[src/rtl/shift_pkg.sv]
// -----------------------------------------------------------------------------
// shift_pkg
// Shared definitions for the iterative shift unit: operation encodings and the
// control FSM state type. Imported by the interface users, the step datapath
// and the top.
// -----------------------------------------------------------------------------
package shift_pkg;

  // Operation encodings carried on the 2-bit op field.
  localparam logic [1:0] OP_SLL  = 2'b00;  // logical left, zero fill at LSBs
  localparam logic [1:0] OP_SRL  = 2'b01;  // logical right, zero fill at MSBs
  localparam logic [1:0] OP_SRA  = 2'b10;  // arithmetic right, sign fill
  localparam logic [1:0] OP_ROTR = 2'b11;  // rotate right, LSBs wrap to MSBs

  // Control FSM states.
  typedef enum logic [1:0] {
    ST_IDLE   = 2'd0,
    ST_SHIFT  = 2'd1,
    ST_FINISH = 2'd2
  } state_t;

endpackage : shift_pkg

[src/rtl/shift_unit_iterative_if.sv]
// -----------------------------------------------------------------------------
// shift_unit_iterative_if
// Request/response bundle between the datapath control and the shift unit.
//   start    : request, only honoured while the unit is idle
//   op       : operation select (see shift_pkg OP_* encodings)
//   data_in  : operand, captured on an accepted start
//   shamt    : shift amount, captured on an accepted start
//   busy     : unit is iterating; requester must stall
//   done     : one-cycle pulse, data_out carries the result
//   data_out : result, stable from done until the next accepted start
// Modports:
//   master : requester side (drives start/op/data_in/shamt)
//   slave  : shift unit side (drives busy/done/data_out)
// -----------------------------------------------------------------------------
interface shift_unit_iterative_if #(
  parameter int DATA_WIDTH  = 32,
  parameter int SHAMT_WIDTH = 5
);

  logic                   start;
  logic [1:0]             op;
  logic [DATA_WIDTH-1:0]  data_in;
  logic [SHAMT_WIDTH-1:0] shamt;
  logic                   busy;
  logic                   done;
  logic [DATA_WIDTH-1:0]  data_out;

  modport master (
    output start,
    output op,
    output data_in,
    output shamt,
    input  busy,
    input  done,
    input  data_out
  );

  modport slave (
    input  start,
    input  op,
    input  data_in,
    input  shamt,
    output busy,
    output done,
    output data_out
  );

endinterface : shift_unit_iterative_if

[src/rtl/shift_step_comb.sv]
// -----------------------------------------------------------------------------
// shift_step_comb
// Purely combinational single-iteration shifter. Shifts acc by k positions
// according to op. The caller guarantees k never exceeds the per-cycle step
// size, so the synthesised shifter only needs to cover 0..STEP in practice.
// Ports:
//   acc : DATA_WIDTH  value being shifted
//   op  : 2           operation select (shift_pkg OP_*)
//   k   : K_WIDTH     shift distance for this iteration
//   res : DATA_WIDTH  shifted value
// -----------------------------------------------------------------------------
module shift_step_comb
  import shift_pkg::*;
#(
  parameter int DATA_WIDTH = 32,
  parameter int K_WIDTH    = 5
) (
  input  logic [DATA_WIDTH-1:0] acc,
  input  logic [1:0]            op,
  input  logic [K_WIDTH-1:0]    k,
  output logic [DATA_WIDTH-1:0] res
);

  // Select the shifted value for the requested operation.
  always_comb begin
    res = acc;
    case (op)
      OP_SLL:  res = acc << k;
      OP_SRL:  res = acc >> k;
      // Arithmetic shift always refills from the current MSB; since that bit
      // is itself a copy of the original sign, the sign survives every step.
      OP_SRA:  res = $unsigned($signed(acc) >>> k);
      // For k == 0 the left term shifts by the full width and vanishes,
      // leaving acc unchanged, which is the correct rotate-by-zero.
      OP_ROTR: res = (acc >> k) | (acc << (DATA_WIDTH - int'(k)));
      default: res = acc;
    endcase
  end

endmodule : shift_step_comb

[src/rtl/shift_unit_iterative.sv]
// -----------------------------------------------------------------------------
// shift_unit_iterative
// Multi-cycle SLL/SRL/SRA/ROTR unit for the MIPS datapath. Shifts at most
// STEP positions per clock, so a shift by shamt completes ceil(shamt/STEP)
// iterations after acceptance, plus one cycle to present the result.
// Timing (start accepted at cycle 0):
//   shamt == 0 : done at cycle 1, busy never asserted
//   shamt  > 0 : busy for cycles 1..ceil(shamt/STEP), done at the next cycle
// Ports:
//   clk   : rising-edge clock
//   reset : synchronous, active-high; aborts any operation without a done
//   bus   : shift_unit_iterative_if.slave (start/op/data_in/shamt in,
//           busy/done/data_out out)
// -----------------------------------------------------------------------------
module shift_unit_iterative
  import shift_pkg::*;
#(
  parameter int DATA_WIDTH  = 32,
  parameter int SHAMT_WIDTH = 5,
  parameter int STEP        = 4
) (
  input  logic                   clk,
  input  logic                   reset,
  shift_unit_iterative_if.slave  bus
);

  state_t                 state_r;
  logic [DATA_WIDTH-1:0]  acc_r;
  logic [SHAMT_WIDTH-1:0] remaining_r;
  logic [1:0]             op_r;
  logic                   busy_r;
  logic                   done_r;
  logic [DATA_WIDTH-1:0]  data_out_r;

  logic [SHAMT_WIDTH-1:0] k_s;
  logic [SHAMT_WIDTH-1:0] remaining_next_s;
  logic [DATA_WIDTH-1:0]  step_res_s;

  // Distance for this iteration: min(STEP, remaining), and what is left after.
  always_comb begin
    k_s              = remaining_r;
    remaining_next_s = '0;
    if (int'(remaining_r) > STEP) begin
      k_s = SHAMT_WIDTH'(STEP);
    end else begin
      k_s = remaining_r;
    end
    remaining_next_s = remaining_r - k_s;
  end

  shift_step_comb #(
    .DATA_WIDTH (DATA_WIDTH),
    .K_WIDTH    (SHAMT_WIDTH)
  ) u_step (
    .acc (acc_r),
    .op  (op_r),
    .k   (k_s),
    .res (step_res_s)
  );

  // Control FSM with registered busy/done/data_out.
  // The result is loaded into data_out on the edge that enters FINISH so that
  // it is already valid while done is high during the FINISH cycle.
  always_ff @(posedge clk) begin
    if (reset) begin
      state_r     <= ST_IDLE;
      acc_r       <= '0;
      remaining_r <= '0;
      op_r        <= 2'b00;
      busy_r      <= 1'b0;
      done_r      <= 1'b0;
      data_out_r  <= '0;
    end else begin
      case (state_r)
        ST_IDLE: begin
          done_r <= 1'b0;
          busy_r <= 1'b0;
          if (bus.start) begin
            acc_r       <= bus.data_in;
            remaining_r <= bus.shamt;
            op_r        <= bus.op;
            if (bus.shamt == '0) begin
              // Nothing to shift: the operand is the result.
              state_r    <= ST_FINISH;
              done_r     <= 1'b1;
              data_out_r <= bus.data_in;
            end else begin
              state_r <= ST_SHIFT;
              busy_r  <= 1'b1;
            end
          end else begin
            state_r <= ST_IDLE;
          end
        end

        ST_SHIFT: begin
          acc_r       <= step_res_s;
          remaining_r <= remaining_next_s;
          if (remaining_next_s == '0) begin
            // Last iteration: publish the result and drop busy so that done
            // and busy are never high in the same cycle.
            state_r    <= ST_FINISH;
            busy_r     <= 1'b0;
            done_r     <= 1'b1;
            data_out_r <= step_res_s;
          end else begin
            state_r <= ST_SHIFT;
            busy_r  <= 1'b1;
          end
        end

        ST_FINISH: begin
          // Any start seen here is dropped; the requester retries in IDLE.
          state_r <= ST_IDLE;
          done_r  <= 1'b0;
          busy_r  <= 1'b0;
        end

        default: begin
          state_r <= ST_IDLE;
          done_r  <= 1'b0;
          busy_r  <= 1'b0;
        end
      endcase
    end
  end

  assign bus.busy     = busy_r;
  assign bus.done     = done_r;
  assign bus.data_out = data_out_r;

endmodule : shift_unit_iterative

[src/flat_wrapper.sv]
// flat-port wrapper written by rule: the top's interface ports become plain ports
module shift_unit_iterative_flat import shift_pkg::*;
#(
  parameter int DATA_WIDTH  = 32,
  parameter int SHAMT_WIDTH = 5,
  parameter int STEP        = 4
)
  (clk, reset, bus_start, bus_op, bus_data_in, bus_shamt, bus_busy, bus_done, bus_data_out);
  shift_unit_iterative_if #(.DATA_WIDTH(DATA_WIDTH), .SHAMT_WIDTH(SHAMT_WIDTH)) bus_i ();
  input  logic clk;
  input  logic reset;
  input wire logic [$bits(bus_i.start)-1:0] bus_start;
  input wire logic [$bits(bus_i.op)-1:0] bus_op;
  input wire logic [$bits(bus_i.data_in)-1:0] bus_data_in;
  input wire logic [$bits(bus_i.shamt)-1:0] bus_shamt;
  output wire logic [$bits(bus_i.busy)-1:0] bus_busy;
  output wire logic [$bits(bus_i.done)-1:0] bus_done;
  output wire logic [$bits(bus_i.data_out)-1:0] bus_data_out;
  assign bus_i.start = bus_start;
  assign bus_i.op = bus_op;
  assign bus_i.data_in = bus_data_in;
  assign bus_i.shamt = bus_shamt;
  assign bus_busy = bus_i.busy;
  assign bus_done = bus_i.done;
  assign bus_data_out = bus_i.data_out;
  shift_unit_iterative #(.DATA_WIDTH(DATA_WIDTH), .SHAMT_WIDTH(SHAMT_WIDTH), .STEP(STEP)) u_core (.clk(clk), .reset(reset), .bus(bus_i));
endmodule
[config.mk]
export PLATFORM = sky130hd
export DESIGN_NAME = shift_unit_iterative_flat
export DESIGN_NICKNAME = d
export VERILOG_FILES = /design/src/rtl/shift_pkg.sv /design/src/rtl/shift_unit_iterative_if.sv /design/src/rtl/shift_step_comb.sv /design/src/rtl/shift_unit_iterative.sv /design/src/flat_wrapper.sv
export SDC_FILE = /design/constraint.sdc
export NUM_CORES = 1
export LEC_CHECK = 0
export ABC_AREA = 1
export CORE_MARGIN = 8
export CORE_UTILIZATION = 45
export CTS_CLUSTER_DIAMETER = 120
export DETAILED_ROUTE_END_ITERATION = 12
export PLACE_DENSITY_LB_ADDON = 0.08
export SYNTH_ARGS = -nofsm -noshare
export SYNTH_HDL_FRONTEND = slang
export SYNTH_SLANG_ARGS = --single-unit
[constraint.sdc]
create_clock -name clk -period 5.1 [get_ports clk]
set_input_delay 1.53 -clock clk [delete_from_list [all_inputs] [get_ports clk]]
set_output_delay 1.53 -clock clk [all_outputs]
set_load 0.03 [all_outputs]
==> results by group <==
Run status
  • Status: completed

Final layout
  • Antenna cell count: 0
  • Nets: 1095
  • Synthesis-to-finish area growth: 16.8%
  • Final Non-Filler Cells: 1232
  • Share of layout cells above drive strength 1: 0.0833
  • Final core occ: 0.537

Hold path
  • Worst Hold Path EP: u_core.bus.done
  • Hold Crit Class: flop to flop
  • WHS Path Cells: 2
  • Hold wc startpoint: u_core.bus.done

Logic synthesis
  • Area leader, netlist: dfxtp_1
  • Synthesized area: 0.00607 mm²
  • Netlist cell types: 50
  • Top cell type's share of synthesized area: 0.244
  • Synth cell count leaders: 290 x nand2_1, 96 x o21ai_0, 86 x a21oi_1
  • YS warnings: 0
  • Mean post-synth cell area: 5.95 µm²
  • Synth top area cells: dfxtp_1 24%, nand2_1 18%, o21ai_0 7.9%, a21oi_1 7.1%, o21ai_1 5.7%
  • Post-synthesis async set-or-reset flop share: 0
  • Cell with the most instances after synthesis: nand2_1
  • Most used DFF post-synth: dfxtp_1
  • Seq cells post-synth: 74
  • Post-synth net total: 1063
  • Synthesized instance count: 1019
  • Post-synth EDFFs: 0
  • Sequential share of the synthesized area: 0.244

Run
  • Maxcap violations: 0

Setup path
  • Required time of the worst setup path: 5.31 ns
  • Max Fanout on Critical Path: 55
  • R2R Setup Slk: 1.69 ns
  • Reg-to-Reg Start: u_core.remaining_r[3]
  • CP arrival: 3.62 ns
  • R2R Path End: u_core.bus.data_out[18]
  • Startpoint Class: flop
  • CP endpoint kind: flop
  • R2R cell count: 16
  • Crit path kind: flop to flop

CTS
  • Worst skew pair latency: 0.34 ns
  • Cts bufs inserted: 9
  • Clock Pin Slew Worst Setup and Hold Paths: 0.07 ns
  • TritonCTS clock tree: yes
  • CTS root buffer: clkbuf_16
  • Clk sinks: 74
  • Max clock buf depth: 2
  • # hold bufs at CTS: 0
  • Post-CTS Setup Bufs: 0
  • # resized after CTS: 0
  • H-tree Lvls: 3

Routing
  • TritonRoute pass-1 iters: 6
  • WL final: 22400 µm
  • Initial DRC Count: 805
  • Vias per std cell: 5.72
  • ANT nets after route: 0
  • Via Count: 7049
  • Wire length per cell: 18.1 µm
  • DRC violations left: 0

Pwr
  • Maximum vdd drop: 0.000212 V
  • Pwr/cell area: 399 mW/mm²
  • Leakage power: 3.04 nW

Floorplan
  • IO Count: 76
  • Die area: 0.0175 mm²
  • Row count: 42
  • Die Y: 132 µm
  • Core Region: 0.0132 mm²
  • DIE WIDTH: 132 µm
  • Initial Utilization: 0.460

Timing
  • TNS Setup: 0 ns
  • Hold Vio Cnt, Final: 0
  • Worst slew pin tran: 0.957 ns
  • Fin. max-slew vios: 0
  • RSZ-0062 raised after global routing: false
  • Setup violators final: 0
  • Fmax: 293 MHz
  • Fin crit share: 0.669
  • Min cycle time layout: 3.41 ns
  • Skew final: 0.0104 ns
  • Max-slew headroom at the worst pin: 0.360
  • Post-route setup slack: 1.69 ns

Global route
  • Vias in the first global route: 6427
  • GRT Total Usage: 0.246
  • Initial antenna violation count: 0
  • Grt total ovfl: 0
  • Pin count of the biggest net entering global routing: 64
  • First-pass GRT wire length: 35000 µm

Placed design
  • IO Port Bufs: 75
  • Pre-CTS setup slack: 1.47 ns
  • Placed wire-length estimate: 16200 µm
  • Final weighted congestion in routability-driven placement: 0.983
  • Placed Cells incl. Taps: 1216
## cell families after synthesis
group | share of synthesized area
other | 0.000618
AOI/OAI and AO/OA | 0.287
adders and majority gates | 0.00412
DFF | 0.244
muxes | 0.00330
xor gates and xnor gates | 0.00289
buffers and inverters | 0.110
and+or+nand+nor | 0.348
## cell type report
cell class	count	area (µm²)
fillers	1408	6110
multi-input cells	797	3920
flip-flops and latches	74	1480
repair buffers	86	833
inverters	83	314
clock buffers	10	239
well taps	176	220
clock inverters	6	72.6
## flip-flops by register name, summed over array words and instances (netlist names)
signal,count
u_core.state_r,2
u_core.remaining_r,5
u_core.bus.data_out,32
u_core.acc_r,32
u_core.bus.done,1
u_core.op_r,2
## critical path, stage by stage (launching register included)
cell and delay, ns:
dfxtp_1 0.47, nor2_8 0.12, nand3_4 0.07, buf_4 0.52, ha_1 0.34, inv_1 0.16
nor2_8 0.22, inv_4 0.10, nand2_1 0.34, o211ai_2 0.17, and2_1 0.19, nand2_1 0.08
nand2_1 0.06, nand2_1 0.05, nand2_1 0.06, o21ai_1 0.21, a21oi_1 0.11
## cells in the final DEF (no fill, tap or decap), types with 4 or more instances in the layout
cell type	n
clkbuf_16	9
a31oi_1	8
nand2_1	290
buf_4	11
o22ai_1	9
o21ai_0	96
or2_2	18
nor2_2	4
o21ai_1	69
a211oi_1	8
nor2_1	57
nand2_2	13
clkdlybuf4s50_1	75
o21a_1	4
nand3_1	65
o211ai_1	14
dfxtp_1	74
nand4_1	14
a21oi_1	86
inv_1	70
inv_2	9
## worst max-delay path by stage
stage / startpoint / to / slack (ns) / cells after the start
finish: u_core.remaining_r[3] / u_core.bus.data_out[18] / 1.69 / 16
global route: u_core.remaining_r[4] / u_core.bus.data_out[18] / 1.45 / 16
CTS: u_core.remaining_r[3] / u_core.acc_r[18] / 1.77 / 16
detailed placement: bus_shamt[3] / u_core.bus.data_out[24] / 1.47 / 9
global placement: bus_shamt[3] / u_core.bus.data_out[19] / 1.52 / 9
floorplan: bus_start / u_core.acc_r[26] / 2.31 / 7
## per-layer routing
layer,wire [µm],GRT usage
met2,9030,0.343
met1,10500,0.358
met4,364,0.0728
met5,0,0
met3,2470,0.0644
## power breakdown
group	switching [mW]	internal (mW)	total [mW]
logic	1.01	0.445	1.45
clock network	0.266	0.397	0.663
registers	0.0600	0.650	0.710
total	1.33	1.49	2.83
## metrics by stage
stage | total power, mW | cell area, µm² | hold WS [ns]
final | 2.83 | 7080 | 0.461
after global routing | 3.00 | 7080 | 0.514
after CTS | 2.79 | 7080 | 0.465
after detailed placement | 2.12 | 6770 | 0.456
after global placement | 2.13 | 6770 | 0.453
after floorplan | 1.75 | 6070 | 0.489
(Power assumes the default switching activity.)
